<file path="config.mk">
export PLATFORM = sky130hd
export DESIGN_NAME = hp_counter
export DESIGN_NICKNAME = d
export VERILOG_FILES = /design/src/rtl/hp_counter_pkg.sv /design/src/rtl/hp_timer.sv /design/src/rtl/hp_counter.sv
export SDC_FILE = /design/constraint.sdc
export NUM_CORES = 1
export LEC_CHECK = 0
export CAP_MARGIN = 30
export CORE_MARGIN = 3
export CORE_UTILIZATION = 45
export DETAILED_ROUTE_END_ITERATION = 10
export GPL_ROUTABILITY_DRIVEN = 0
export PLACE_DENSITY = 0.66
export SYNTH_ARGS = -nofsm -noshare
export SYNTH_HDL_FRONTEND = slang
export SYNTH_HIERARCHICAL = 1
export SYNTH_SLANG_ARGS = --single-unit
</file>
<file path="constraint.sdc">
create_clock -name CLK -period 5.5 [get_ports CLK]
set_clock_uncertainty 0.05 [all_clocks]
set_input_delay 1.1 -clock CLK [delete_from_list [all_inputs] [get_ports CLK]]
set_output_delay 1.1 -clock CLK [all_outputs]
set_load 0.05 [all_outputs]
</file>
<file path="src/rtl/hp_counter_pkg.sv">
// Shared constants and helpers for the player hit-point manager.
package hp_counter_pkg;

  localparam int unsigned HP_W           = 4;
  localparam int unsigned HP_MAX_DEFAULT = 10;
  localparam int unsigned ST_W           = 2;
  // Signed width for heal/damage arithmetic: 15 + 15 and 0 - 15 both fit.
  localparam int unsigned NET_W          = 6;

  localparam logic signed [NET_W-1:0] NET_ZERO = '0;

  typedef enum logic [ST_W-1:0] {
    ST_ALIVE = 2'd0,
    ST_INV   = 2'd1,
    ST_DEAD  = 2'd2
  } state_t;

  // Clamp a signed net HP value into 0..hp_max.
  function automatic logic [HP_W-1:0] clamp_hp(input logic signed [NET_W-1:0] net,
                                               input logic [HP_W-1:0]         hp_max);
    logic signed [NET_W-1:0] max_s;
    max_s = $signed(NET_W'(hp_max));
    if (net <= NET_ZERO) begin
      clamp_hp = '0;
    end else if (net >= max_s) begin
      clamp_hp = hp_max;
    end else begin
      clamp_hp = net[HP_W-1:0];
    end
  endfunction

endpackage

</file>
<file path="src/rtl/hp_timer.sv">
// Loadable down-counter shared by the invincibility and respawn windows.
module hp_timer #(
  parameter int unsigned CNT_W = 27
) (
  input  logic             CLK,
  input  logic             RST,
  input  logic             load,
  input  logic [CNT_W-1:0] load_val,
  input  logic             en,
  output logic [CNT_W-1:0] cnt,
  output logic             zero_c
);

  assign zero_c = (cnt == '0);

  // Load wins over decrement; the count parks at zero.
  always_ff @(posedge CLK) begin
    if (RST) begin
      cnt <= '0;
    end else if (load) begin
      cnt <= load_val;
    end else if (en && !zero_c) begin
      cnt <= cnt - CNT_W'(1);
    end
  end

endmodule

</file>
<file path="src/rtl/hp_counter.sv">
// Player hit-point manager: saturating damage/heal, post-hit invincibility,
// and a timed death/respawn sequence.
module hp_counter
  import hp_counter_pkg::*;
#(
  parameter int unsigned HP_MAX         = HP_MAX_DEFAULT,
  parameter int unsigned INV_CYCLES     = 50_000_000,
  parameter int unsigned RESPAWN_CYCLES = 100_000_000,
  parameter int unsigned CNT_W          = 27
) (
  input  logic            CLK,
  input  logic            RST,
  input  logic            DMG_REQ,
  input  logic [HP_W-1:0] DMG_AMT,
  input  logic            HEAL_REQ,
  input  logic [HP_W-1:0] HEAL_AMT,
  output logic [HP_W-1:0] OUT_HP,
  output logic            INV,
  output logic            DEAD,
  output logic            HIT,
  output logic            RESPAWN
);

  localparam logic [HP_W-1:0]  HP_FULL   = HP_W'(HP_MAX);
  localparam logic [CNT_W-1:0] INV_LOAD  = CNT_W'(INV_CYCLES - 1);
  localparam logic [CNT_W-1:0] RESP_LOAD = CNT_W'(RESPAWN_CYCLES - 1);

  state_t                  state_q, state_d;
  logic [HP_W-1:0]         hp_q, hp_d;
  logic                    inv_q, dead_q, hit_q, respawn_q;
  logic                    hit_d, respawn_d;
  logic                    tmr_load_c, tmr_en_c, tmr_zero_c;
  logic [CNT_W-1:0]        tmr_val_c, tmr_cnt;
  logic [HP_W-1:0]         heal_v_c, dmg_v_c;
  logic signed [NET_W-1:0] net_c;

  hp_timer #(.CNT_W(CNT_W)) u_timer (
    .CLK      (CLK),
    .RST      (RST),
    .load     (tmr_load_c),
    .load_val (tmr_val_c),
    .en       (tmr_en_c),
    .cnt      (tmr_cnt),
    .zero_c   (tmr_zero_c)
  );

  assign tmr_en_c = (state_q != ST_ALIVE);

  // Next-state, next-HP and pulse generation.
  always_comb begin
    state_d    = state_q;
    hp_d       = hp_q;
    hit_d      = 1'b0;
    respawn_d  = 1'b0;
    tmr_load_c = 1'b0;
    tmr_val_c  = '0;
    heal_v_c   = HEAL_REQ ? HEAL_AMT : '0;
    dmg_v_c    = DMG_REQ  ? DMG_AMT  : '0;
    net_c      = NET_ZERO;

    case (state_q)
      ST_ALIVE: begin
        net_c = NET_W'(hp_q) + NET_W'(heal_v_c) - NET_W'(dmg_v_c);
        hp_d  = clamp_hp(net_c, HP_FULL);
        if (DMG_REQ && (DMG_AMT != '0)) begin
          hit_d      = 1'b1;
          tmr_load_c = 1'b1;
          if (net_c <= NET_ZERO) begin
            state_d   = ST_DEAD;
            tmr_val_c = RESP_LOAD;
          end else begin
            state_d   = ST_INV;
            tmr_val_c = INV_LOAD;
          end
        end
      end
      ST_INV: begin
        // Damage is ignored while invincible; heal still applies.
        net_c = NET_W'(hp_q) + NET_W'(heal_v_c);
        hp_d  = clamp_hp(net_c, HP_FULL);
        if (tmr_zero_c) begin
          state_d = ST_ALIVE;
        end
      end
      ST_DEAD: begin
        hp_d = '0;
        if (tmr_zero_c) begin
          state_d   = ST_ALIVE;
          hp_d      = HP_FULL;
          respawn_d = 1'b1;
        end
      end
      default: begin
        state_d = ST_ALIVE;
        hp_d    = HP_FULL;
      end
    endcase
  end

  // State and registered outputs.
  always_ff @(posedge CLK) begin
    if (RST) begin
      state_q   <= ST_ALIVE;
      hp_q      <= HP_FULL;
      inv_q     <= 1'b0;
      dead_q    <= 1'b0;
      hit_q     <= 1'b0;
      respawn_q <= 1'b0;
    end else begin
      state_q   <= state_d;
      hp_q      <= hp_d;
      inv_q     <= (state_d == ST_INV);
      dead_q    <= (state_d == ST_DEAD);
      hit_q     <= hit_d;
      respawn_q <= respawn_d;
    end
  end

  assign OUT_HP  = hp_q;
  assign INV     = inv_q;
  assign DEAD    = dead_q;
  assign HIT     = hit_q;
  assign RESPAWN = respawn_q;

endmodule
</file>
# After elaboration in Yosys (flattened, before gate mapping)
# Index checks and enable logic that the tools add are counted.
[totals]
register_bits = 37
inputBits = 12
out_inout_bits = 8
[op_classes]
n_eq_ne = 4
n_reduce_logical = 10
n_bitwise = 1
mux = 20
n_lt_le_gt_ge = 4
addsub = 3
[op_table]
columns = ["cell", "count"]
rows = [
  ["$mux 27", 5],
  ["$mux 4", 7],
  ["$logic_not 27->1", 1],
  ["$sub 27x1->27 const B", 1],
  ["$pmux 4 s3", 1],
  ["$ge 6x5->1 const B", 1],
  ["$le 6x1->1 const B", 1],
  ["$mux 2", 3],
  ["$sub 6x4->6", 1],
  ["$add 4x4->5", 1],
  ["$ge 5x4->1 const B", 1],
  ["$le 5x1->1 const B", 1],
  ["$eq 2x1->1 const B", 2],
  ["$eq 2x2->1 const B", 2],
  ["$pmux 2 s2", 1],
  ["$reduce_bool 2->1", 2],
  ["$reduce_bool 4->1", 1],
  ["$reduce_or 2->1", 2],
  ["$mux 1", 3],
  ["$logic_and 1x1->1", 2],
  ["$logic_not 2->1", 1],
  ["$logic_not 1->1", 1],
  ["$not 1->1", 1],
]

# Depth between registers and ports, before layout
# Gate-level depths: netlist of the first run.
[logic_depth]
ltp_word = 8
mapped_depth = 14

# Modules after synthesis
# Netlist of the first run, hierarchy kept.
[by_module_without_submodules]
columns = ["mod", "area_per_inst_um2", "instances", "cells_per_inst"]
rows = [
  ["hp_timer", 1624.1, 1, 202],
  ["hp_counter", 1083.5, 1, 126],
]

# Worst setup path before layout of the first run
# No wires, ideal clock.
[synth_timing]
path_kind = "input to register"
start = "input HEAL_AMT[0]"
end = "register u_timer.cnt[16]"
t_required_ns = 5.335
setup_slack_ns = 1.346
t_arrival_ns = 3.990
setup_time_ns = 0.115
n_path_buf = 0
path_stages = 12
cell_sequence = "and2_1 > ha_1 > fa_1 > xnor2_2 > inv_1 > ha_1 > a221oi_4 > xor2_2 > nand4_2 > a21boi_1 > nor2_1 > a2111oi_0"
[synth_via]
elab_chain_cells = 8
[synth_rtl]
columns = ["item", "line_no", "rtl"]
rows = [
  ["from (decl)", "hp_counter.sv:16", "input logic [HP_W-1:0] HEAL_AMT,"],
  ["$mux 4", "hp_counter.sv:57", "heal_v_c = HEAL_REQ ? HEAL_AMT : '0;"],
  ["$add 4x4->5", "hp_counter.sv:63", "net_c = NET_W'(hp_q) + NET_W'(heal_v_c) - NET_W'(dmg_v_c);"],
  ["$sub 6x4->6", "hp_counter.sv:63", ""],
  ["$le 6x1->1", "hp_counter.sv:68", "if (net_c <= NET_ZERO) begin"],
  ["$mux 27", "hp_counter.sv:68", ""],
  ["$mux 27", "hp_counter.sv:65", "if (DMG_REQ && (DMG_AMT != '0)) begin"],
  ["$mux 27", "hp_counter.sv:61", "case (state_q)"],
  ["via tmr_val_c[16]", "hp_counter.sv:33", "logic [CNT_W-1:0] tmr_val_c, tmr_cnt;"],
  ["$mux 27", "hp_timer.sv:20", "end else if (load) begin"],
  ["to (signal assigned)", "hp_timer.sv:21", "cnt <= load_val;"],
  ["to (signal assigned)", "hp_timer.sv:23", "cnt <= cnt - CNT_W'(1);"],
  ["to (decl)", "hp_timer.sv:10", "output logic [CNT_W-1:0] cnt,"],
]
# The timed path passes the listed nets, and every way through them passes these cells.
# A chain may end at the register's enable or synchronous reset.

# Worst setup path after layout of the first run
[layout_timing]
start = "input HEAL_REQ"
end = "register u_timer.cnt[16]"
[layout_via]
elab_chain_cells = 8
[layout_rtl]
columns = ["item", "line_no", "rtl"]
rows = [
  ["from (decl)", "hp_counter.sv:15", "input logic HEAL_REQ,"],
  ["$mux 4", "hp_counter.sv:57", ""],
  ["$add 4x4->5", "hp_counter.sv:63", ""],
  ["$sub 6x4->6", "hp_counter.sv:63", ""],
  ["$le 6x1->1", "hp_counter.sv:68", ""],
  ["$mux 27", "hp_counter.sv:68", ""],
  ["$mux 27", "hp_counter.sv:65", ""],
  ["$mux 27", "hp_counter.sv:61", ""],
  ["via tmr_val_c[16]", "hp_counter.sv:33", ""],
  ["$mux 27", "hp_timer.sv:20", ""],
]
# The timed path passes the listed nets, and every way through them passes these cells.

==> results of run 1 <==
## cell usage after synthesis, drive strengths merged (5+ instances only)
| cell type | number | area (um2) |
|---|---|---|
| nand2 | 20 | 75.07 |
| nor4 | 9 | 56.30 |
| and4 | 6 | 52.55 |
| clkbuf | 14 | 52.55 |
| nor3 | 11 | 55.05 |
| a2111oi | 7 | 61.31 |
| o31ai | 10 | 75.07 |
| nand4 | 6 | 43.79 |
| and3 | 5 | 31.28 |
| or3 | 9 | 61.31 |
| a21oi | 10 | 53.80 |
| a311oi | 15 | 131.4 |
| a211oi | 7 | 52.55 |
| o21ai | 14 | 70.07 |
| dfxtp | 37 | 740.7 |
| nor2 | 28 | 105.1 |
| nand3 | 8 | 40.04 |
| ha | 13 | 162.7 |
| or4 | 11 | 85.08 |
| and2 | 9 | 60.06 |
| inv | 18 | 67.56 |
## worst reg2reg max path: stages (launching register included)
cell	delay, ns
dfxtp_1	0.32
ha_1	0.22
fa_1	0.42
xnor2_2	0.27
inv_1	0.13
ha_1	0.37
a221oi_4	0.43
xor2_2	0.27
nand4_2	0.19
a21boi_1	0.37
nor2_1	0.07
a2111oi_0	0.47
## registers in the layout, summed over array words and instances (netlist names)
| signal | flops |
|---|---|
| state_q | 2 |
| RESPAWN | 1 |
| HIT | 1 |
| INV | 1 |
| u_timer/cnt | 27 |
| DEAD | 1 |
| OUT_HP | 4 |
## layout make-up
cell class              count  area [um2]
inverters                  18       67.56
repair buffers             23       240.2
fillers                   523        2601
multi-input cells         258        1834
clock inverters             1       5.005
clock buffers               7       96.34
well taps                  72       90.09
flip-flops and latches     37       740.7
## layer usage
layer / part of all wire (%) / wire, um / GRT usage (%) / vias to the layer above
li1: - / - / - / 1292
met1: 50 / 3201 / 25.20 / 1191
met2: 45 / 2868 / 28.99 / 45
met3: 4.4 / 278 / 3.258 / 5
met4: 0.55 / 35 / 3.509 / 0
met5: 0 / 0 / 0 / -
## worst min path at each step
stage / from / end / slack [ns] / depth (start not counted)
after floorplan: u_timer/cnt[26] / u_timer/cnt[26] / 0.41 / 2
after global placement: u_timer/cnt[26] / u_timer/cnt[26] / 0.43 / 2
after detailed placement: u_timer/cnt[26] / u_timer/cnt[26] / 0.43 / 2
after CTS: u_timer/cnt[26] / u_timer/cnt[26] / 0.44 / 2
after global routing: u_timer/cnt[26] / u_timer/cnt[26] / 0.46 / 2
final: u_timer/cnt[26] / u_timer/cnt[26] / 0.44 / 2
## power groups by stage
stage               Combinational, mW  Sequential [mW]  Clock, mW
detailed placement               1.08            0.462          0
global placement                 1.05            0.459          0
finish                           1.10            0.457      0.210
floorplan                       0.791            0.495          0
CTS                              1.09            0.456      0.217
global route                     1.21            0.472      0.225
## kinds of logic after synthesis
logic type,Yosys count
simple gates,139
compound gates,91
flops,37
buf+inv,36
fa+ha+maj,15
xor+xnor,8
other cells,1
mux,1
==> run_results.csv, run 1 <==
group,metric,value,unit
power,power.switching,867.8,uW
placed_design,dp_hpwl,4561,um
power,power,1.765,mW
worst_setup_path,regToRegEndpoint,"u_timer/cnt[16]",
job,maxCapViolations,0,
outcome,status,"finished clean",
power,ir_worst_vdd,0.3258,mV
power,p_leak,1.166,nW
cells_and_area,fin_area,3074,um2
timing,tns,0,ns
power,pwr-share-seq,25.9,%
logic_synthesis,synth_edf_count,0,
worst_setup_path,path_max_fanout,5,
timing,setup_slack,0.7005,ns
hold_path,hp-class,"reg2reg",
routing,dr.pass1.iters,4,
clock_network,htreeDepth,2,
cells_and_area,drive_above_1_share,9.302,%
power,power_density,574.2,nW/um2
timing,fmax,208.4,MHz
clock_network,ctsResizeCount,0,
timing,final_hold_viol_count,0,
clock_network,path_clk_slew,0.08,ns
worst_setup_path,cp_num_buf_inv,1,
logic_synthesis,synth.distinct_cells,62,
routing,drt_iter0_drc,155,
timing,worstMarginPinSlew,1.074,ns
die,die_h,83.57,um
placed_design,placed_area,2973,um2
cells_and_area,layout_commonest_cell,"dfxtp_1",
routing,viasPerCell,6.089,
logic_synthesis,synth_ff_type,"dfxtp_1",
cells_and_area,n_antenna_cell,0,
worst_setup_path,r2r-start,"OUT_HP[0]",
timing,fin_hold_ws,0.4378,ns
die,die_area,6984,um2
logic_synthesis,synth_compound_area_share,26.76,%
cells_and_area,final_cell_mix,"dfxtp_1, nor2_1, nand2_1",
clock_network,cts_num_sinks,37,
logic_synthesis,synth_mux_area_share,0.3697,%
timing,min_period_over_period,87.26,%
grt,gr-total-overflow,0,
worst_setup_path,r2r_slack,1.79,ns
logic_synthesis,ys_seq_area_share,27.36,%
worst_setup_path,path_delay_family,"compound AO/OA/AOI/OAI gates",
logic_synthesis,async_reset_ff_share,0,%
grt,grt_pass1_vias,2320,
cells_and_area,fin_util,54.17,%
worst_setup_path,crit_top_cell,"ha_1",
power,power.share.clock,11.9,%
routing,wl_per_cell,15.34,um
power,p_int,897.3,uW
cells_and_area,nets,370,
cells_and_area,stdcell_count,416,
routing,vias,2533,
grt,antenna_found_initial,0,
logic_synthesis,ys_warn_count,6,
worst_setup_path,cp.depth,15,
worst_setup_path,cp_slowest_stage_delay,0.47,ns
timing,slew_viol_final,0,
worst_setup_path,required,5.59,ns
clock_network,cts_setup_buffers,0,
clock_network,clock-root-buffer,"clkbuf_8",
placed_design,portBuffers,19,
logic_synthesis,yosys.area_share.simple,29.34,%
timing,setup_viol,0,
worst_setup_path,startpoint,"HEAL_REQ",
die,fp.dieW,83.57,um
clock_network,clk_latency,0.29,ns
worst_setup_path,critPathKind,"in2reg",
logic_synthesis,synth_fa_ha_area_share,7.486,%
worst_setup_path,cpMaxStageDelayCell,"a2111oi_0",
worst_setup_path,crit_end,"u_timer/cnt[16]",
timing,timing.max_slew.rel_slack,28.08,%
grt,grt_max_degree,46,
power,swShare,49.16,%
worst_setup_path,critical_path.endpoint_type,"flip-flop",
routing,drc_errors,0,
clock_network,numCtsBuffers,5,
worst_setup_path,worstPathArrival,4.89,ns
placed_design,place_inst,408,
clock_network,cts_tree,"built",
die,pin_count,20,
worst_setup_path,startpoint_type,"input port",
logic_synthesis,synth-xor-area-share,3.142,%
worst_setup_path,r2r_cells,11,
die,core_area,5675,um2
routing,wirelength,6383,um
grt,grtUsageTotal,17.98,%
grt,grt_pass1_wl,10820,um
clock_network,postCtsHoldBufs,0,
logic_synthesis,synth_top_family_by_area,"simple AND/OR/NAND/NOR gates",
clock_network,clock_path_buffers,2,
cells_and_area,syn2layout_area_growth,13.54,%
power,pwr-share-comb,62.2,%
worst_setup_path,crit_chain,"clkdlybuf4s50_1 -> and2_1 -> ha_1 -> nand3_1 -> nand2_1 -> xor2_1 -> ha_1 -> a21o_1 -> a21oi_1 -> o311ai_0 -> o311ai_4 -> nand4_2 -> a21boi_1 -> nor2_1 -> a2111oi_0",
routing,ant_nets,0,
timing,period_minus_slack,4.800,ns
placed_design,place_ws,0.5313,ns
logic_synthesis,ys_seq_elements,37,
die,row_count,27,
timing,rsz0062_at_grt,"no",
logic_synthesis,syn_area,2708,um2
logic_synthesis,syn_avg_cell_area,8.255,um2
logic_synthesis,synth_cells,328,
die,initial_core_util,47.71,%
Power figures use the tool's default switching activity.
==> inputs of run 2 (changes only) <==
CORE_MARGIN = not set   (was 3)
==> run 2 against run 1 <==
Net effect:
- sequential power barely moved
- clock power barely moved
- setup slack improved by 0.086 ns
- critical path depth did not move
- via count fell by 0.87%
- cell area did not move
- total power fell by 0.30%
- hold slack improved by 0.020 ns
- register-to-register slack improved by 0.06 ns
- critical path type unchanged
- critical endpoint unchanged
- largest cell class unchanged
- largest power group unchanged
- highest routed layer unchanged
==> run_results.csv, run 2 (synthesis results as in run 1) <==
group,metric,value,unit
power,ir_worst_vdd,0.2583,mV
grt,grt_pass1_vias,2228,
placed_design,dp_hpwl,4438,um
power,p_leak,1.166,nW
routing,vias,2511,
clock_network,clock_path_buffers,2,
die,die_h,79.57,um
timing,period_minus_slack,4.714,ns
routing,dr_wl_met2,2891,um
hold_path,hold_end,"u_timer/cnt[26]",
routing,wl_met3,252,um
timing,min_period_over_period,85.70,%
worst_setup_path,cpMaxStageDelayCell,"clkdlybuf4s50_1",
clock_network,path_clk_slew,0.08,ns
die,row_count,27,
grt,grtUsageTotal,20.85,%
worst_setup_path,r2r_slack,1.85,ns
cells_and_area,largest_register_ffs,27,
worst_setup_path,cp.depth,15,
routing,drt-met1-wl,3067,um
worst_setup_path,critPathKind,"in2reg",
routing,drc_errors,0,
worst_setup_path,path_max_fanout,5,
worst_setup_path,worstPathArrival,4.82,ns
cells_and_area,nets,370,
worst_setup_path,crit_top_cell,"ha_1",
worst_setup_path,crit_chain,"clkdlybuf4s50_1 -> and2_1 -> ha_1 -> a21oi_2 -> nand2_1 -> xor2_1 -> ha_1 -> a21o_1 -> a21oi_1 -> o311ai_0 -> o311ai_4 -> nand4_2 -> a21boi_1 -> nor2_1 -> a2111oi_0",
timing,worstMarginPinSlew,1.007,ns
clock_network,cts_tree,"built",
worst_setup_path,startpoint_type,"input port",
timing,tns,0,ns
worst_setup_path,path_delay_family,"compound AO/OA/AOI/OAI gates",
timing,rsz0062_at_grt,"no",
timing,fmax,212.2,MHz
clock_network,cts_num_sinks,37,
worst_setup_path,r2r_cells,13,
cells_and_area,fin_util,54.49,%
cells_and_area,syn2layout_area_growth,13.54,%
clock_network,numCtsBuffers,5,
routing,viasPerCell,6.036,
cells_and_area,n_antenna_cell,0,
clock_network,clock-root-buffer,"clkbuf_8",
routing,highest_layer,"met4",
die,fp.dieW,79.57,um
timing,final_hold_viol_count,0,
routing,dr.pass1.iters,4,
worst_setup_path,cp_slowest_stage_delay,0.44,ns
timing,slew_viol_final,0,
worst_setup_path,r2r-start,"OUT_HP[2]",
grt,gr-total-overflow,0,
grt,antenna_found_initial,0,
timing,setup_viol,0,
worst_setup_path,regToRegEndpoint,"u_timer/cnt[16]",
cells_and_area,layout_commonest_cell,"dfxtp_1",
die,initial_core_util,47.99,%
clock_network,postCtsHoldBufs,0,
die,pin_count,20,
cells_and_area,drive_above_1_share,9.302,%
cells_and_area,top_register,"u_timer/cnt",
routing,ant_nets,0,
clock_network,cts_setup_buffers,0,
outcome,status,"finished clean",
routing,wl_per_cell,15.04,um
job,maxCapViolations,0,
clock_network,ctsResizeCount,0,
routing,wirelength,6256,um
clock_network,htreeDepth,2,
clock_network,clk_latency,0.29,ns
cells_and_area,final_cell_mix,"dfxtp_1, nor2_1, nand2_1",
grt,grt_max_degree,46,
power,power_density,572.5,nW/um2
cells_and_area,num-fill-cells,529,
worst_setup_path,required,5.60,ns
die,core_area,5642,um2
die,die_area,6331,um2
timing,timing.max_slew.rel_slack,32.58,%
worst_setup_path,cp_num_buf_inv,1,
placed_design,portBuffers,19,
hold_path,holdPathStages,2,
hold_path,worstHoldStart,"u_timer/cnt[26]",
hold_path,hp-class,"reg2reg",
worst_setup_path,critical_path.endpoint_type,"flip-flop",
grt,grt_pass1_wl,10480,um
routing,drt_iter0_drc,151,
[run 2: report_power, final]
| group | internal, mW | switching, mW |
|---|---|---|
| registers | 0.359 | 0.0972 |
| clock network | 0.113 | 0.100 |
| logic | 0.425 | 0.665 |
[run 2: routing by layer]
layer  vias up  GRT usage (%)
met4         0          4.909
met3         4          3.429
met1      1166          27.83
met5         -              0
li1       1291              -
met2        50          34.79
[run 2: worst max-delay path by stage]
stage / to / start / slack [ns]
after global routing: u_timer/cnt[16] / HEAL_REQ / 0.42
after detailed placement: u_timer/cnt[18] / HEAL_REQ / 0.50
after CTS: u_timer/cnt[16] / HEAL_REQ / 0.78
after floorplan: u_timer/cnt[16] / HEAL_AMT[0] / 1.35
final: u_timer/cnt[16] / HEAL_REQ / 0.79
after global placement: u_timer/cnt[18] / HEAL_REQ / 0.67
[run 2: worst reg2reg max path: cells and delay by family, from the launching register on]
kind	cells	cell delay [ns]
AOI/OAI and AO/OA	7	1.71
DFF	1	0.33
adders and majority gates	2	0.71
and+or+nand+nor	3	0.40
xor gates and xnor gates	1	0.31
[run 2: layout make-up]
class / count / area [um2] / area share (%)
multi-input combinational: 258 / 1834 / 59.67
sequential: 37 / 740.7 / 24.09
timing repair buffer: 23 / 240.2 / 7.814
clock buffer: 7 / 96.34 / 3.134
tap: 72 / 90.09 / 2.930
inverter: 18 / 67.56 / 2.198
clock inverter: 1 / 5.005 / 0.1628
[run 2: stage by stage]
| stage | area (um2) | hold WS, ns | cells | worst slack (ns) | power [mW] |
|---|---|---|---|---|---|
| floorplan | 2719 | 0.4067 | 331 | 1.346 | 1.287 |
| global placement | 2938 | 0.4258 | 406 | 0.6663 | 1.501 |
| detailed placement | 2973 | 0.4326 | 408 | 0.4981 | 1.540 |
| CTS | 3074 | 0.4646 | 416 | 0.7804 | 1.762 |
| global route | 3074 | 0.4968 | 416 | 0.4210 | 1.917 |
| finish | 3074 | 0.4574 | 416 | 0.7865 | 1.760 |
==> inputs of run 3 (changes only) <==
ABC_AREA = 1   (was not set)
SLEW_MARGIN = 20   (was not set)
==> run 3 against run 2 <==
Net effect:
- combinational power up 42%
- via count rose by 21%
- cell area up 7.8%
- total power grew 26%
- critical endpoint unchanged
- largest power group unchanged
==> run_results.csv, run 3 <==
group,metric,value,unit
outcome,status,"finished clean",
hold_path,worstHoldStart,"u_timer/cnt[14]",
worst_setup_path,cpMaxStageDelayCell,"fa_1",
clock_network,cts_setup_buffers,0,
power,swShare,56.23,%
timing,final_hold_viol_count,0,
cells_and_area,n_antenna_cell,0,
worst_setup_path,crit_chain,"clkdlybuf4s50_1 -> nand2_1 -> inv_1 -> ha_1 -> fa_1 -> inv_1 -> fa_1 -> xor2_1 -> nand3_1 -> nor2_1 -> nand3_1 -> nand2_2 -> inv_2 -> nor2_1 -> nand2_1 -> nand2_1 -> nand2_1 -> a21oi_1",
logic_synthesis,ys_seq_elements,37,
routing,wirelength,7334,um
routing,viasPerCell,5.013,
worst_setup_path,r2r_slack,2.37,ns
logic_synthesis,synth.distinct_cells,37,
grt,grt_pass1_vias,2784,
grt,antenna_found_initial,0,
placed_design,place_inst,599,
clock_network,numCtsBuffers,5,
die,die_h,83.21,um
logic_synthesis,synth_mux_area_share,0.3373,%
power,p_leak,1.750,nW
hold_path,hp-class,"reg2reg",
timing,period_minus_slack,4.175,ns
worst_setup_path,r2r-start,"OUT_HP[0]",
power,power.share.clock,9.0,%
logic_synthesis,synth_fa_ha_area_share,6.830,%
grt,grtUsageTotal,21.93,%
power,ir_worst_vdd,0.3211,mV
timing,setup_viol,0,
logic_synthesis,synth_edf_count,0,
grt,grt_pass1_wl,12570,um
cells_and_area,nets,556,
cells_and_area,drive_above_1_share,6.805,%
worst_setup_path,path_delay_family,"adder cells",
worst_setup_path,required,5.66,ns
logic_synthesis,synth_common_cells,"nand2_1, inv_1, nor2_1",
power,pwr-share-comb,69.9,%
power,power.switching,1.247,mW
logic_synthesis,async_reset_ff_share,0,%
worst_setup_path,crit_top_cell,"nand2_1",
timing,worstMarginPinSlew,0.7404,ns
timing,fmax,239.5,MHz
logic_synthesis,synth-xor-area-share,1.771,%
routing,wl_per_cell,12.10,um
cells_and_area,final_cell_mix,"nand2_1, inv_1, nor2_1",
job,maxCapViolations,0,
worst_setup_path,worstPathArrival,4.33,ns
worst_setup_path,regToRegEndpoint,"u_timer/cnt[16]",
cells_and_area,syn2layout_area_growth,11.68,%
logic_synthesis,yosysMostFrequentCell,"nand2_1",
clock_network,clock-root-buffer,"clkbuf_8",
hold_path,hold_end,"u_timer/cnt[14]",
worst_setup_path,r2r_cells,15,
worst_setup_path,startpoint_type,"input port",
logic_synthesis,syn_area,2968,um2
cells_and_area,layout_commonest_cell,"nand2_1",
placed_design,dp_hpwl,5427,um
timing,min_period_over_period,75.91,%
clock_network,path_clk_slew,0.08,ns
power,pwr-share-seq,21.2,%
worst_setup_path,cp_slowest_stage_delay,0.55,ns
power,power,2.217,mW
die,pin_count,20,
clock_network,clk_latency,0.29,ns
logic_synthesis,synth_top_family_by_area,"simple AND/OR/NAND/NOR gates",
die,fp.dieW,83.21,um
die,row_count,29,
timing,timing.max_slew.rel_slack,50.49,%
routing,drt_iter0_drc,227,
clock_network,postCtsHoldBufs,0,
die,die_area,6924,um2
worst_setup_path,critical_path.endpoint_type,"flip-flop",
logic_synthesis,synthTopCellsByArea,"dfxtp_1, nand2_1, nand3_1",
logic_synthesis,synth_compound_area_share,8.811,%
grt,gr-total-overflow,0,
logic_synthesis,synth_ff_type,"dfxtp_1",
hold_path,holdPathStages,2,
logic_synthesis,synth_cells,510,
worst_setup_path,path_max_fanout,5,
logic_synthesis,synth.top_cell.area_share,24.96,%
timing,slew_viol_final,0,
power,power_density,669.0,nW/um2
clock_network,ctsResizeCount,0,
logic_synthesis,ys_seq_area_share,24.96,%
cells_and_area,top_register,"u_timer/cnt",
power,p_int,970.6,uW
cells_and_area,num-fill-cells,647,
die,initial_core_util,46.74,%
logic_synthesis,syn_avg_cell_area,5.819,um2
grt,grt_max_degree,48,
worst_setup_path,critPathKind,"in2reg",
logic_synthesis,ys_warn_count,6,
routing,drc_errors,0,
die,core_area,6350,um2
worst_setup_path,cp_num_buf_inv,4,
routing,vias,3038,
cells_and_area,stdcell_count,606,
routing,dr.pass1.iters,5,
timing,rsz0062_at_grt,"no",
clock_network,clock_path_buffers,2,
routing,ant_nets,0,
logic_synthesis,synth_area_leader_cell,"dfxtp_1",
placed_design,portBuffers,19,
cells_and_area,largest_register_ffs,27,
clock_network,htreeDepth,2,
clock_network,cts_num_sinks,37,
clock_network,cts_tree,"built",
timing,tns,0,ns
logic_synthesis,yosys.area_share.simple,45.91,%
run 3: cell types whose count changed after synthesis, moves of 9 or more:
cell      delta
o31ai_1     -10
nor2_1      +34
a21oi_1     +10
nand2_1    +145
nor4_1       -9
a311oi_1    -15
nand3_1     +48
nand2_2      +9
inv_1       +52
run 3: kinds of logic after synthesis:
kind of cell / after synthesis
other: 1
buffers and inverters: 85
DFF: 37
xor gates and xnor gates: 6
muxes: 1
adders and majority gates: 15
and+or+nand+nor: 317
AOI/OAI and AO/OA: 48
run 3: per-stage QoR:
stage	worst slack [ns]	utilization [%]	cell area (um2)	hold WS [ns]
4_1_cts	1.361	52.20	3314	0.4689
6_report	1.325	52.20	3314	0.4650
5_1_grt	1.031	52.20	3314	0.4913
3_5_place_dp	1.066	50.78	3224	0.4582
3_3_place_gp	1.146	50.78	3224	0.4501
2_1_floorplan	1.851	-	2979	0.4168
run 3: final cells by class:
class                           instances  area (um2)  share of cell area [%]
Clock buffer                            6       82.58                   2.492
Clock inverter                          1       7.507                  0.2265
Inverter                               73       275.3                   8.305
Multi-Input combinational cell        391        1907                   57.53
Sequential cell                        37       740.7                   22.35
Tap cell                               77       96.34                   2.907
Timing Repair Buffer                   21       205.2                   6.191
run 3: metal layers:
layer | track usage, % | share of wire [%] | up-vias
li1 | - | - | 1636
met1 | 31.43 | 51 | 1336
met2 | 34.72 | 44 | 64
met3 | 3.280 | 4.4 | 2
met4 | 4.702 | 0.41 | 0
met5 | 0 | 0 | -
run 3: worst max-delay path by stage:
stage / slack [ns] / cells past startpoint / to / start
finish: 1.32 / 18 / u_timer/cnt[16] / HEAL_REQ
global route: 1.03 / 18 / u_timer/cnt[7] / HEAL_REQ
CTS: 1.36 / 18 / u_timer/cnt[7] / HEAL_REQ
detailed placement: 1.07 / 18 / u_timer/cnt[7] / HEAL_REQ
global placement: 1.15 / 18 / u_timer/cnt[7] / HEAL_REQ
floorplan: 1.85 / 17 / u_timer/cnt[7] / HEAL_AMT[0]
run 3: worst reg2reg max path, delay by kind of cell (launching register included):
| kind | cells | cell delay [ns] |
|---|---|---|
| buf+inv | 2 | 0.13 |
| flops | 1 | 0.33 |
| fa+ha+maj | 3 | 1.23 |
| xor+xnor | 1 | 0.25 |
| simple gates | 8 | 0.95 |
| compound gates | 1 | 0.13 |
run 3: power by group through the flow:
stage / combinational [mW] / clock [mW] / sequential, mW
after global routing: 1.77 / 0.219 / 0.484
final: 1.55 / 0.198 / 0.470
after floorplan: 1.17 / 0 / 0.516
after detailed placement: 1.53 / 0 / 0.473
after CTS: 1.54 / 0.205 / 0.469
after global placement: 1.51 / 0 / 0.473
